## config.mk

```make
export PLATFORM = sky130hd
export DESIGN_NAME = axis_fifo_buffer_flat
export DESIGN_NICKNAME = d
export VERILOG_FILES = /design/src/rtl/axis_fifo_buffer_if.sv /design/src/rtl/axis_fifo_buffer.sv /design/src/flat_wrapper.sv
export SDC_FILE = /design/constraint.sdc
export NUM_CORES = 1
export LEC_CHECK = 0
export ABC_AREA = 1
export CAP_MARGIN = 25
export CORE_MARGIN = 2
export CORE_UTILIZATION = 50
export CTS_CLUSTER_DIAMETER = 150
export DETAILED_ROUTE_END_ITERATION = 8
export DONT_BUFFER_PORTS = 1
export SYNTH_ARGS = -nofsm -noshare
export SYNTH_HDL_FRONTEND = slang
export SYNTH_SLANG_ARGS = --single-unit
```

## constraint.sdc

```tcl
create_clock -name clk -period 2.9 [get_ports clk]
set_input_delay 0.435 -clock clk [delete_from_list [all_inputs] [get_ports clk]]
set_output_delay 0.435 -clock clk [all_outputs]
set_load 0.02 [all_outputs]
```

## src/rtl/axis_fifo_buffer_if.sv

```systemverilog
// axis_fifo_buffer_if: AXI4-Stream beat bundle (tdata/tvalid/tready/tlast/tuser) with master/slave views.
interface axis_fifo_buffer_if #(
  parameter int DATA_WIDTH = 8,
  parameter int USER_WIDTH = 1
);
  logic [DATA_WIDTH-1:0] tdata;
  logic                  tvalid;
  logic                  tready;
  logic                  tlast;
  logic [USER_WIDTH-1:0] tuser;
  modport master (output tdata, tvalid, tlast, tuser, input tready);
  modport slave  (input tdata, tvalid, tlast, tuser, output tready);
endinterface

```

## src/rtl/axis_fifo_buffer.sv

```systemverilog
// axis_fifo_buffer: DEPTH-entry first-word-fall-through AXIS FIFO carrying tdata/tlast/tuser.
// Define AXIS_FIFO_PKT_CNT_EN to add the pkt_count port (complete packets stored).
module axis_fifo_buffer #(
  parameter int DATA_WIDTH = 8,
  parameter int USER_WIDTH = 1,
  parameter int DEPTH      = 4
) (
  input  logic                    clk,
  input  logic                    reset,
  axis_fifo_buffer_if.slave       s_axis,
  axis_fifo_buffer_if.master      m_axis,
  output logic [$clog2(DEPTH):0]  occupancy
`ifdef AXIS_FIFO_PKT_CNT_EN
  ,
  output logic [$clog2(DEPTH):0]  pkt_count
`endif
);
  localparam int AW = $clog2(DEPTH);
  localparam int W  = DATA_WIDTH + USER_WIDTH + 1;
  logic [W-1:0] mem_q [DEPTH];
  logic [AW:0]  wr_ptr_q, wr_ptr_d, rd_ptr_q, rd_ptr_d;
  logic         push, pop, full, empty;
  logic [W-1:0] head;
  always_comb begin
    full          = (wr_ptr_q[AW] != rd_ptr_q[AW]) && (wr_ptr_q[AW-1:0] == rd_ptr_q[AW-1:0]);
    empty         = wr_ptr_q == rd_ptr_q;
    occupancy     = wr_ptr_q - rd_ptr_q;
    s_axis.tready = !reset && !full;
    m_axis.tvalid = !empty;
    push          = s_axis.tvalid && s_axis.tready;
    pop           = m_axis.tvalid && m_axis.tready;
    head          = empty ? '0 : mem_q[rd_ptr_q[AW-1:0]];
    {m_axis.tdata, m_axis.tuser, m_axis.tlast} = head;
    wr_ptr_d      = wr_ptr_q + {{AW{1'b0}}, push};
    rd_ptr_d      = rd_ptr_q + {{AW{1'b0}}, pop};
  end
  always_ff @(posedge clk) begin
    if (reset) begin
      wr_ptr_q <= '0;
      rd_ptr_q <= '0;
    end else begin
      wr_ptr_q <= wr_ptr_d;
      rd_ptr_q <= rd_ptr_d;
    end
  end
  // Storage is deliberately unreset; the pointers alone define what is valid.
  always_ff @(posedge clk) begin
    if (push) mem_q[wr_ptr_q[AW-1:0]] <= {s_axis.tdata, s_axis.tuser, s_axis.tlast};
  end
`ifdef AXIS_FIFO_PKT_CNT_EN
  logic [AW:0] pkt_q, pkt_d;
  always_comb begin
    pkt_d     = pkt_q + {{AW{1'b0}}, push && s_axis.tlast} - {{AW{1'b0}}, pop && m_axis.tlast};
    pkt_count = pkt_q;
  end
  always_ff @(posedge clk) begin
    if (reset) pkt_q <= '0;
    else pkt_q <= pkt_d;
  end
`endif
endmodule

```

## src/flat_wrapper.sv

```systemverilog
// flat-port wrapper written by rule: the top's interface ports become plain ports
module axis_fifo_buffer_flat 
#(
  parameter int DATA_WIDTH = 8,
  parameter int USER_WIDTH = 1,
  parameter int DEPTH      = 4
)
  (clk, reset, occupancy, s_axis_tdata, s_axis_tvalid, s_axis_tlast, s_axis_tuser, s_axis_tready, m_axis_tdata, m_axis_tvalid, m_axis_tlast, m_axis_tuser, m_axis_tready);
  axis_fifo_buffer_if #(.DATA_WIDTH(DATA_WIDTH), .USER_WIDTH(USER_WIDTH)) s_axis_i ();
  axis_fifo_buffer_if #(.DATA_WIDTH(DATA_WIDTH), .USER_WIDTH(USER_WIDTH)) m_axis_i ();
  input  logic clk;
  input  logic reset;
  output logic [$clog2(DEPTH):0] occupancy;
  input wire logic [$bits(s_axis_i.tdata)-1:0] s_axis_tdata;
  input wire logic [$bits(s_axis_i.tvalid)-1:0] s_axis_tvalid;
  input wire logic [$bits(s_axis_i.tlast)-1:0] s_axis_tlast;
  input wire logic [$bits(s_axis_i.tuser)-1:0] s_axis_tuser;
  output wire logic [$bits(s_axis_i.tready)-1:0] s_axis_tready;
  output wire logic [$bits(m_axis_i.tdata)-1:0] m_axis_tdata;
  output wire logic [$bits(m_axis_i.tvalid)-1:0] m_axis_tvalid;
  output wire logic [$bits(m_axis_i.tlast)-1:0] m_axis_tlast;
  output wire logic [$bits(m_axis_i.tuser)-1:0] m_axis_tuser;
  input wire logic [$bits(m_axis_i.tready)-1:0] m_axis_tready;
  assign s_axis_i.tdata = s_axis_tdata;
  assign s_axis_i.tvalid = s_axis_tvalid;
  assign s_axis_i.tlast = s_axis_tlast;
  assign s_axis_i.tuser = s_axis_tuser;
  assign s_axis_tready = s_axis_i.tready;
  assign m_axis_tdata = m_axis_i.tdata;
  assign m_axis_tvalid = m_axis_i.tvalid;
  assign m_axis_tlast = m_axis_i.tlast;
  assign m_axis_tuser = m_axis_i.tuser;
  assign m_axis_i.tready = m_axis_tready;
  axis_fifo_buffer #(.DATA_WIDTH(DATA_WIDTH), .USER_WIDTH(USER_WIDTH), .DEPTH(DEPTH)) u_core (.clk(clk), .reset(reset), .s_axis(s_axis_i), .m_axis(m_axis_i), .occupancy(occupancy));
endmodule
```

Yosys cells after proc, flatten, opt, wreduce, memory -nomap -nowiden
Memories as Yosys holds them, arrays and structs flattened. A register that Yosys moved wholly into a read port is not among the register bits.
Index checks and enable logic that the tools add are counted.
{ "op_classes": {"add_sub_neg": 3, "n_eq_ne": 3, "muxes": 4, "n_reduce_logical": 7} }
{ "ops": {"columns": ["cell", "n"], "rows": [
  ["$mux W10", 1],
  ["$add A3 B1 Y3", 2],
  ["$logic_and A1 B1 Y1", 4],
  ["$eq A3 B3 Y1", 1],
  ["$logic_not A1 Y1", 3],
  ["$sub A3 B3 Y3", 1],
  ["$eq A2 B2 Y1", 1],
  ["$mux W1", 2],
  ["$mux W2", 1],
  ["$ne A1 B1 Y1", 1]
]} }
{ "word_totals": {"regBits": 6, "ramBits": 40, "out_inout_bits": 15, "wordCells": 20, "n_memories": 1} }
{ "memory_table": {"columns": ["memory", "depth", "width", "rd", "rd_ports_with_merged_regs", "write_ports", "line", "rtl"], "rows": [
  ["u_core.mem_q", 4, 10, 1, 1, 1, "axis_fifo_buffer.sv:20", "logic [W-1:0] mem_q [DEPTH];"]
]} }

Longest topological paths before layout
{ "logic_depth": {"depth_word": 7, "depth_mapped": 12, "depth_no_buf": 11} }

Worst setup path after synthesis
OpenSTA, ideal clock, no wires.
{ "synth_timing": {"kind": "flip-flop to flip-flop", "from": "reg u_core.rd_ptr_q[1]", "to": "mem u_core.mem_q[0][0] (netlist bit), enable pin", "setup_time_ns": 0.376, "arrival_ns": 1.717, "required_time_ns": 2.524, "setup_slack_ns": 0.807, "stages_incl_launch_ff": 9, "cell_sequence": "dfxtp_1 -> inv_1 -> buf_2 -> ha_1 -> nand2_1 -> inv_1 -> nand3_1 -> nand3_1 -> nor2_1"} }
{ "synth_via": {"elab_chain_cells": 7} }
{ "synth_rtl": {"columns": ["element", "line", "rtl"], "rows": [
  ["start: declaration", "axis_fifo_buffer.sv:21", "logic [AW:0] wr_ptr_q, wr_ptr_d, rd_ptr_q, rd_ptr_d;"],
  ["start signal: assignment", "axis_fifo_buffer.sv:43", "rd_ptr_q <= rd_ptr_d;"],
  ["$eq A2 B2 Y1", "axis_fifo_buffer.sv:25", "full = (wr_ptr_q[AW] != rd_ptr_q[AW]) && (wr_ptr_q[AW-1:0] == rd_ptr_q[AW-1:0]);"],
  ["$logic_and A1 B1 Y1", "axis_fifo_buffer.sv:25", null],
  ["$logic_not A1 Y1", "axis_fifo_buffer.sv:28", "s_axis.tready = !reset && !full;"],
  ["$logic_and A1 B1 Y1", "axis_fifo_buffer.sv:28", null],
  ["$logic_and A1 B1 Y1", "axis_fifo_buffer.sv:30", "push = s_axis.tvalid && s_axis.tready;"],
  ["$mux W1", "axis_fifo_buffer.sv:48", "if (push) mem_q[wr_ptr_q[AW-1:0]] <= {s_axis.tdata, s_axis.tuser, s_axis.tlast};"],
  ["$mux W1 (implied by the code)", "axis_fifo_buffer.sv:48", null],
  ["end: declaration", "axis_fifo_buffer.sv:20", null]
]} }
No other way between the ends.

Final worst setup path
{ "layout_timing": {"from": "reg u_core.rd_ptr_q[1]", "to": "out m_axis_tlast"} }
{ "layout_via": {"elab_chain_cells": 2} }
{ "layout_rtl": {"columns": ["element", "line", "rtl"], "rows": [
  ["$eq A3 B3 Y1", "axis_fifo_buffer.sv:26", "empty = wr_ptr_q == rd_ptr_q;"],
  ["$mux W10", "axis_fifo_buffer.sv:32", "head = empty ? '0 : mem_q[rd_ptr_q[AW-1:0]];"],
  ["end: declaration", "flat_wrapper.sv:21", "output wire logic [$bits(m_axis_i.tlast)-1:0] m_axis_tlast;"]
]} }
No other way between the ends.

==> reports/metrics.csv <==
stage;metric;value;unit
status;outcome;completed;
critical_path;rrSetupSlack;0.63;ns
sta;setup-violations-final;0;
place;io_buffers;0;
clocking;cts_root_buf;clkbuf_8;
floorplanning;core-area;3970;um2
sta;fin_ws;0.454;ns
place;routabilityCongestion;0.852;
clocking;postCtsSetupBuffers;0;
synth;synth_nets;227;
global_route;antenna_found_initial;0;
place;dp_slack;0.645;ns
route;vias_per_cell;4.94;
layout;final_common_cell;nand2_1;
critical_path;path_max_fanout;13;
clocking;htreeDepth;2;
layout;drive_gt1_share;9.72;%
global_route;grt_pass1_wl;5970;um
route;wire_per_inst;14.4;um
synth;yosysUniqueCellTypes;18;
critical_path;r2r_start;u_core.rd_ptr_q[1];
critical_path;worstPathRequired;2.47;ns
layout;nets;236;
critical_path;critPathLaunch;u_core.rd_ptr_q[1];
sta;rsz0062_at_grt;false;
sta;finalHoldViolCount;0;
floorplanning;core.rowCount;23;
critical_path;crit_path_end_kind;output pin;
place;dpl.hpwl;2680;um
route;vias;1315;
sta;fin_skew;0.00625;ns
critical_path;rr_worst_depth;9;
synth;avgSynthCellArea;10.0;um2
critical_path;path_class;reg2out;
floorplanning;ios;29;
global_route;grt-ovfl-total;0;
synth;yosysWarnings;0;
flow_run;max-cap-violations;0;
route;firstDrtPassIters;4;
global_route;grt_pass1_vias;1278;
clocking;cts_buffer_depth;2;
layout;area_growth;10.2;%
critical_path;crit_chain;inv_1 > ha_1 > nand2_1 > nor2_4 > a21oi_1;
critical_path;timing.rr.end;u_core.rd_ptr_q[2];
floorplanning;fp.dieW;68.2;um
clocking;cts.reportedPaths.clkPinSlew;0.08;ns
clocking;cts_repair_resize_count;0;
hold_path;min_path_type;in2reg;
critical_path;max_stage_delay;0.66;ns
synth;netlist_instances;206;
power_and_ir_drop;vdd_drop_max;429;uV
critical_path;worstPathArrival;2.01;ns
critical_path;worst_path_max_delay_cell;dfxtp_1;
floorplanning;fp.dieH;68.2;um
route;antenna_left;0;
clocking;cts_tree;built;
sta;min_period_over_period;84.3;%
floorplanning;initial_core_util;51.9;%
sta;slew_headroom;59.3;%
sta;report.final.slew_viol_count;0;
place;place_area;2150;um2
global_route;grt_start_max_net_pins;21;
synth;ys_seq_area_share;64.1;%
critical_path;start_kind;register;
sta;fin_crit;2.45;ns
clocking;cts_hold_buf;0;
floorplanning;die_area;4650;um2
sta;tightest_slew;0.610;ns
layout;final_cell_mix;nand2_1 (69), edfxtp_1 (40), inv_1 (36);
clocking;clock_sinks;46;
critical_path;cp-endpoint;m_axis_tlast;
clocking;numCtsBuffers;5;
route;drc;0;
clocking;clkLatencyLatePin;0.29;ns
sta;fmax;0.409;GHz
synth;ys_ff_latch;46;
layout;post-route-cell-area;2270;um2
route;routed_wl;3840;um
power_and_ir_drop;powerDensity;661;nW/um2
layout;num_antenna_cells;0;
route;drt-initial-drc-count;82;
power_and_ir_drop;leakagePower;0.00100;uW
global_route;grt_usage;18.6;%
synth;synth_area;2060;um2
sta;fin_tns_setup;0;ns
[report_power, final]
part | switching (uW) | total (uW) | internal, uW
Sequential | 18.2 | 755 | 737
Clock | 198 | 479 | 281
Combinational | 199 | 266 | 67.3
Total | 415 | 1500 | 1080
[cell usage after synthesis]
| master | n | area share (%) |
|---|---|---|
| nor2_4 | 1 | 0.55 |
| nor2_2 | 1 | 0.30 |
| buf_2 | 5 | 1.2 |
| inv_2 | 1 | 0.18 |
| ha_1 | 6 | 3.6 |
| edfxtp_1 | 40 | 58 |
| clkbuf_1 | 2 | 0.36 |
| nand3_1 | 12 | 2.9 |
| nor2_1 | 10 | 1.8 |
| xnor2_1 | 2 | 0.85 |
| a21oi_1 | 11 | 2.7 |
| buf_6 | 1 | 0.55 |
| nand2_1 | 69 | 13 |
| xor2_1 | 1 | 0.43 |
| inv_1 | 36 | 6.6 |
| fa_1 | 1 | 0.97 |
| nand2_2 | 1 | 0.30 |
| dfxtp_1 | 6 | 5.8 |
[how the worst min path moves through the flow]
stage	start	end	slack [ns]	cells past startpoint
after floorplan	u_core.wr_ptr_q[2]	u_core.wr_ptr_q[2]	0.52	2
after global placement	reset	u_core.wr_ptr_q[0]	0.51	1
after detailed placement	reset	u_core.rd_ptr_q[1]	0.51	1
after CTS	reset	u_core.rd_ptr_q[2]	0.19	1
after global routing	reset	u_core.rd_ptr_q[2]	0.19	1
final	reset	u_core.rd_ptr_q[2]	0.20	1
[through the flow]
| step | util (%) | hold slack [ns] | instances | total power (uW) |
|---|---|---|---|---|
| 2_1_floorplan | - | 0.518 | 206 | 997 |
| 3_3_place_gp | 54.3 | 0.508 | 258 | 1040 |
| 3_5_place_dp | 54.3 | 0.510 | 258 | 1040 |
| 4_1_cts | 57.2 | 0.194 | 266 | 1510 |
| 5_1_grt | 57.2 | 0.188 | 266 | 1560 |
| 6_report | 57.2 | 0.200 | 266 | 1500 |
[flip-flops by register name (all words and copies together) (netlist names)]
signal and count:
u_core.mem_q 40, u_core.rd_ptr_q 3, u_core.wr_ptr_q 3
[worst max-delay path, delay by kind of cell (launching register included)]
kind | cells | cell delay [ns]
adders and majority gates | 1 | 0.31
and+or+nand+nor | 2 | 0.23
DFF | 1 | 0.66
AOI/OAI and AO/OA | 1 | 0.41
buffers and inverters | 1 | 0.12
[logic make-up (layout without fill, tap and decap cells)]
kind of cell / Yosys count / after routing / synth area share (%)
xor gates and xnor gates: 3 / 3 / 1.28
and+or+nand+nor: 94 / 94 / 18.5
DFF: 46 / 46 / 64.1
AOI/OAI and AO/OA: 11 / 11 / 2.67
adders and majority gates: 7 / 7 / 4.61
buffers and inverters: 45 / 55 / 8.86
[cell type report]
cell class	count	area, um2
multi-input cells	115	557
fillers	349	1700
flip-flops and latches	46	1320
inverters	37	139
clock buffers	7	86.3
clock inverters	1	30.0
repair buffers	10	75.1
well taps	50	62.6
[per-layer routing]
metal / vias to the layer above / part of all wire [%] / GRT usage [%]
met4: 0 / 3.2 / 11.0
met2: 36 / 51 / 30.6
met1: 606 / 41 / 22.5
li1: 661 / - / -
met5: - / 0 / 0
met3: 12 / 4.7 / 3.95
No activity file was read; power rests on OpenSTA's default activity.
